**src/rtl/game_pkg.sv**
```systemverilog
// Shared definitions for the alien shot scheduler slice.
//   shot_state_e : scheduler FSM states
//   LFSR_TAPS    : feedback mask of the 16-bit Fibonacci LFSR (taps 16,14,13,11)
//   idx_w()      : index width helper, never narrower than one bit
//   lfsr_next()  : one right-shift step of the LFSR
package game_pkg;

    typedef enum logic [1:0] {
        IDLE    = 2'd0,
        SCAN    = 2'd1,
        REQUEST = 2'd2
    } shot_state_e;

    // Taps 16,14,13,11 map to bits 0,2,3,5 of a right-shifting register.
    localparam logic [15:0] LFSR_TAPS = 16'h002D;

    function automatic int unsigned idx_w(input int unsigned n);
        return (n > 1) ? $clog2(n) : 1;
    endfunction

    function automatic logic [15:0] lfsr_next(input logic [15:0] s);
        return {^(s & LFSR_TAPS), s[15:1]};
    endfunction

endpackage

```
**src/rtl/column_armed_select.sv**
```systemverilog
// Combinational column probe for the alien formation.
//   armed_matrix : [row][col] packed armed bits (bit = row*NUM_COLUMNS + col)
//   col          : column under examination
//   hit_c        : any alien armed in that column
//   row_c        : highest-index (bottom-most) armed row, 0 when no hit
module column_armed_select
    import game_pkg::*;
#(
    parameter int unsigned NUM_ROWS    = 2,
    parameter int unsigned NUM_COLUMNS = 4
) (
    input  logic [NUM_ROWS*NUM_COLUMNS-1:0] armed_matrix,
    input  logic [idx_w(NUM_COLUMNS)-1:0]   col,
    output logic                            hit_c,
    output logic [idx_w(NUM_ROWS)-1:0]      row_c
);

    localparam int unsigned ROW_W = idx_w(NUM_ROWS);
    localparam int unsigned COL_W = idx_w(NUM_COLUMNS);

    // Ascending row scan so the last match (bottom-most row) wins.
    always_comb begin
        hit_c = 1'b0;
        row_c = '0;
        for (int r = 0; r < NUM_ROWS; r++) begin
            for (int c = 0; c < NUM_COLUMNS; c++) begin
                if ((COL_W'(c) == col) && armed_matrix[r*NUM_COLUMNS + c]) begin
                    hit_c = 1'b1;
                    row_c = ROW_W'(r);
                end
            end
        end
    end

endmodule

```
**src/rtl/alien_shot_scheduler.sv**
```systemverilog
// Decides which alien fires next and issues one (row, col) request per shot.
// Cooldown paced by frame_tick, column scan from a start column, valid/ready
// handoff to the bullet engine.
// Build option: ALIEN_SHOT_LFSR_EN selects an LFSR-derived start column;
// otherwise a round-robin pointer that follows the last accepted column.
// Ports:
//   clk, rst_n     : clock, async active-low reset
//   enable         : 0 holds the scheduler idle with the cooldown frozen
//   frame_tick     : one-cycle pulse per video frame
//   armed_matrix   : [row][col] packed, 1 = alien may fire
//   fire_valid/ready, fire_row, fire_col : fire request handshake
//   no_shooter     : one-cycle pulse when a full scan finds nobody armed
module alien_shot_scheduler
    import game_pkg::*;
#(
    parameter int unsigned NUM_ROWS        = 2,
    parameter int unsigned NUM_COLUMNS     = 4,
    parameter int unsigned COOLDOWN_FRAMES = 30,
    parameter logic [15:0] LFSR_SEED       = 16'hACE1
) (
    input  logic                            clk,
    input  logic                            rst_n,
    input  logic                            enable,
    input  logic                            frame_tick,
    input  logic [NUM_ROWS*NUM_COLUMNS-1:0] armed_matrix,
    output logic                            fire_valid,
    input  logic                            fire_ready,
    output logic [idx_w(NUM_ROWS)-1:0]      fire_row,
    output logic [idx_w(NUM_COLUMNS)-1:0]   fire_col,
    output logic                            no_shooter
);

    localparam int unsigned ROW_W = idx_w(NUM_ROWS);
    localparam int unsigned COL_W = idx_w(NUM_COLUMNS);
    localparam int unsigned CNT_W = $clog2(COOLDOWN_FRAMES + 1);
    localparam logic [CNT_W-1:0] COOL_INIT = CNT_W'(COOLDOWN_FRAMES);
    localparam logic [COL_W-1:0] LAST_COL  = COL_W'(NUM_COLUMNS - 1);

    // Elaboration-time parameter sanity.
    if (COOLDOWN_FRAMES < 1) begin : g_bad_cooldown
        $error("alien_shot_scheduler: COOLDOWN_FRAMES must be >= 1");
    end
    if (LFSR_SEED == 16'h0000) begin : g_bad_seed
        $error("alien_shot_scheduler: LFSR_SEED must be nonzero");
    end

    shot_state_e      state;
    logic [CNT_W-1:0] cooldown;
    logic [COL_W-1:0] scan_col;
    logic [COL_W-1:0] scan_cnt;
    logic             hit_c;
    logic [ROW_W-1:0] sel_row_c;
    logic [COL_W-1:0] start_col_c;

    // Modulo-NUM_COLUMNS increment, valid for non-power-of-two widths.
    function automatic logic [COL_W-1:0] next_col(input logic [COL_W-1:0] c);
        return (c == LAST_COL) ? '0 : c + COL_W'(1);
    endfunction

    column_armed_select #(
        .NUM_ROWS    (NUM_ROWS),
        .NUM_COLUMNS (NUM_COLUMNS)
    ) u_sel (
        .armed_matrix (armed_matrix),
        .col          (scan_col),
        .hit_c        (hit_c),
        .row_c        (sel_row_c)
    );

`ifdef ALIEN_SHOT_LFSR_EN
    logic [15:0] lfsr;

    // Free-running LFSR; start column is its current value mod NUM_COLUMNS.
    always_ff @(posedge clk or negedge rst_n) begin
        if (!rst_n) lfsr <= LFSR_SEED;
        else        lfsr <= lfsr_next(lfsr);
    end

    assign start_col_c = COL_W'(lfsr % 16'(NUM_COLUMNS));
`else
    logic [COL_W-1:0] ptr;

    assign start_col_c = ptr;
`endif

    // Scheduler FSM with registered request/pulse outputs.
    always_ff @(posedge clk or negedge rst_n) begin
        if (!rst_n) begin
            state      <= IDLE;
            cooldown   <= COOL_INIT;
            scan_col   <= '0;
            scan_cnt   <= '0;
            fire_valid <= 1'b0;
            fire_row   <= '0;
            fire_col   <= '0;
            no_shooter <= 1'b0;
`ifndef ALIEN_SHOT_LFSR_EN
            ptr        <= '0;
`endif
        end else begin
            no_shooter <= 1'b0;
            case (state)
                IDLE: begin
                    if (enable && frame_tick) begin
                        // Saturate at zero; the 1->0 step launches the scan.
                        if (cooldown <= CNT_W'(1)) begin
                            cooldown <= '0;
                            scan_col <= start_col_c;
                            scan_cnt <= '0;
                            state    <= SCAN;
                        end else begin
                            cooldown <= cooldown - CNT_W'(1);
                        end
                    end
                end
                SCAN: begin
                    if (!enable) begin
                        cooldown <= COOL_INIT;
                        state    <= IDLE;
                    end else if (hit_c) begin
                        fire_valid <= 1'b1;
                        fire_row   <= sel_row_c;
                        fire_col   <= scan_col;
                        state      <= REQUEST;
                    end else if (scan_cnt == LAST_COL) begin
                        no_shooter <= 1'b1;
                        cooldown   <= COOL_INIT;
                        state      <= IDLE;
                    end else begin
                        scan_col <= next_col(scan_col);
                        scan_cnt <= scan_cnt + COL_W'(1);
                    end
                end
                REQUEST: begin
                    // Request is never retracted; only acceptance ends it.
                    if (fire_ready) begin
                        fire_valid <= 1'b0;
                        cooldown   <= COOL_INIT;
                        state      <= IDLE;
`ifndef ALIEN_SHOT_LFSR_EN
                        ptr        <= next_col(fire_col);
`endif
                    end
                end
                default: state <= IDLE;
            endcase
        end
    end

endmodule

```
**config.mk**
```make
export PLATFORM = sky130hd
export DESIGN_NAME = alien_shot_scheduler
export DESIGN_NICKNAME = d
export VERILOG_FILES = /design/src/rtl/game_pkg.sv /design/src/rtl/column_armed_select.sv /design/src/rtl/alien_shot_scheduler.sv
export SDC_FILE = /design/constraint.sdc
export NUM_CORES = 1
export LEC_CHECK = 0
export CORE_MARGIN = 3
export CORE_UTILIZATION = 48
export CTS_CLUSTER_DIAMETER = 200
export CTS_CLUSTER_SIZE = 25
export DETAILED_ROUTE_END_ITERATION = 16
export GPL_ROUTABILITY_DRIVEN = 0
export MAX_ROUTING_LAYER = met4
export PLACE_DENSITY = 0.75
export SLEW_MARGIN = 10
export SYNTH_ARGS = -nofsm -noshare
export SYNTH_HDL_FRONTEND = slang
export SYNTH_SLANG_ARGS = --single-unit
```
**constraint.sdc**
```tcl
create_clock -name clk -period 1.8 [get_ports clk]
set_input_delay 0.45 -clock clk [delete_from_list [all_inputs] [get_ports clk]]
set_output_delay 0.45 -clock clk [all_outputs]
set_load 0.01 [all_outputs]
```
==> out/metrics.yaml <==
grt.overflow.total: 0
clock_skew_ns: 0.00261
synth_edf_count: 0
ir_drop_v: 0.000950
start_util_pct: 52.8
fin_crit_ns: 1.83
crit_path_max_fanout: 4
dpl_cell_area_sq_um: 1590
clk_path_buf_depth: 2
dr.pass1.iters: 4
synth_cell_type_count: 46
postSynthAreaPerCell_sq_um: 10.4
hold_viol_final: 0
nFillCells: 142
fin_cells: 193
status: "finished, violations left"
rr_endpoint: "scan_col[0]"
slew_headroom_pct: 73.7
ys_async_sr_fraction_pct: 100
die_h_um: 56.3
synth.net_count: 142
clkTransAtPathRegs_ns: 0.11
r2r_start: "cooldown[1]"
ys_ff_latch: 18
wirelength_um: 3470
cts.htree.levels: 1
io_buffers: 17
reg2regPathDepth: 6
place_inst: 183
synthCells: 117
area_growth_pct: 46.6
required_ns: 2.00
drive_gt1_share_pct: 44.8
yosysWarningCount: 0
worst_ep_arrival_time_ns: 2.03
final_nets: 191
avgRoutedWirePerCell_um: 18.0
failed_checks: "negative setup slack"
critPathSlowestCell: "dfstp_2"
worstPathCellList: "inv_2, ha_4, o21a_4, a41oi_4, o32ai_2, a211o_1"
power_density_nw_per_um2: 1280
die_w_um: 56.3
cts.sinks: 18
critical_path_class: "register to register"
die_area_sq_um: 3160
grt_max_degree: 19
cts_tree: "yes"
core_region_area_sq_um: 2300
final_area_sq_um: 1780
vias_per_cell: 5.96
n_antenna_cell: 0
route.detailed.drc: 0
p_leak_nw: 0.759
rows: 17
critPathLaunchType: "register"
cts_root_buf: "clkbuf_4"
multi_input_area_sq_um: 811
drt-initial-drc-count: 50
synth.yosys.seq_area_share_pct: 37.6
mostFrequentLayoutCell: "buf_4"
mostFrequentLayoutCells: "buf_4 (28), clkdlybuf4s50_1 (17), dfrtp_1 (12)"
yosysTopAreaCell: "dfrtp_1"
tightestPinTransition_ns: 0.390
grt_pass1_wl_um: 4950
antenna_left: 0
total_power_w: 0.00228
ys.flop_type: "dfrtp_1"
hpwl_um: 2240
synth.top_cell.area_share_pct: 28.9
end_kind: "register"
grt_usage_pct: 20.9
slew_violations: 0
max_cap_viol_count: 0
rrSetupSlack_ns: -0.03
clock_latency_ns: 0.30
synth.area.top_cells: "dfrtp_1 (29%), ha_1 (12%), dfstp_2 (8.7%)"
fmax_ghz: 0.548
vias: 1151
post-place-ws_ns: -0.239
synthesis.area_sq_um: 1210
grt_pass1_vias: 1091
setup-violations-final: 1
period_share_pct: 101
hold_class: "primary input to async pin"
numCtsBuffers: 3
rsz0062_at_grt: "true"
register_area_sq_um: 458
layout_setup_ws_ns: -0.0258
slowest_delay_ns: 0.58
ios: 18
antenna_found_initial: 0
per-stage QoR:
stage	TNS, ns	utilization (%)	hold slack, ns
2_1_floorplan	0	-	0.154
3_3_place_gp	-1.39	69.1	0.462
4_1_cts	0	72.2	0.455
6_report	-0.0258	77.4	0.459
3_5_place_dp	-1.91	69.1	0.500
5_1_grt	-0.337	77.4	0.476
cell type report:
| class | count | area share [%] |
|---|---|---|
| multi-input cells | 87 | 45.6 |
| clock buffers | 4 | 2.04 |
| flip-flops and latches | 18 | 25.8 |
| well taps | 28 | 1.97 |
| repair buffers | 46 | 22.5 |
| inverters | 10 | 2.11 |
Yosys cell counts, types with 3 or more instances:
library cell   n
a21oi_1        3
a22oi_2        3
a31oi_1        4
dfrtp_1       14
dfstp_2        4
ha_1          12
inv_1          9
nand2_1       10
nand2_2        3
nand3_1        4
nor2_1         5
nor3_1         3
o21ai_0        5
o2bb2ai_1      3
state kept, by name, summed over array words and instances, names as in the netlist:
signal	count
state	2
fire_row	1
scan_col	2
scan_cnt	2
cooldown	5
no_shooter	1
fire_valid	1
fire_col	2
ptr	2
layer usage:
layer  global-route usage, %  up-vias  wire (um)
met1                    24.4      562       1400
met2                    34.1       50       1780
met5                       -        -          0
li1                        -      529          -
met4                    8.14        0         99
met3                    5.75       10        189
timing repair:
item,CTS,global route
gates resized for setup,6,20
hold endpoints to repair,0,0
setup buffers,1,5
hold buffers,0,0
setup endpoints to repair,2,12
pin swaps,2,7
kinds of logic (layout without fill, tap and decap cells):
group           after synthesis  in the layout  synth area share, %
flops                        18             18                 37.6
mux                           4              4                 3.92
buf+inv                      12             60                 4.33
fa+ha+maj                    12             12                 12.4
simple gates                 37             37                 17.2
compound gates               34             34                 24.6
worst max-delay path: cells and delay by family, from the launching register on:
family / cells / cell delay (ns)
compound gates: 4 / 0.92
flops: 1 / 0.58
fa+ha+maj: 1 / 0.16
buf+inv: 1 / 0.06
worst max path at each step:
| stage | from | end | slack (ns) | depth (start not counted) |
|---|---|---|---|---|
| 2_1_floorplan | scan_col[0] | cooldown[0] | 0.04 | 7 |
| 3_3_place_gp | enable | scan_col[0] | -0.18 | 6 |
| 3_5_place_dp | enable | scan_col[0] | -0.24 | 6 |
| 4_1_cts | cooldown[1] | scan_col[0] | 0.004 | 6 |
| 5_1_grt | scan_col[1] | scan_col[0] | -0.06 | 7 |
| 6_report | cooldown[1] | scan_col[0] | -0.03 | 6 |
report_power, final:
| group | switching [W] | internal (W) |
|---|---|---|
| registers | 0.000140 | 0.000556 |
| clock network | 0.000140 | 0.000124 |
| logic | 0.000658 | 0.000665 |
Power figures use the tool's default switching activity.
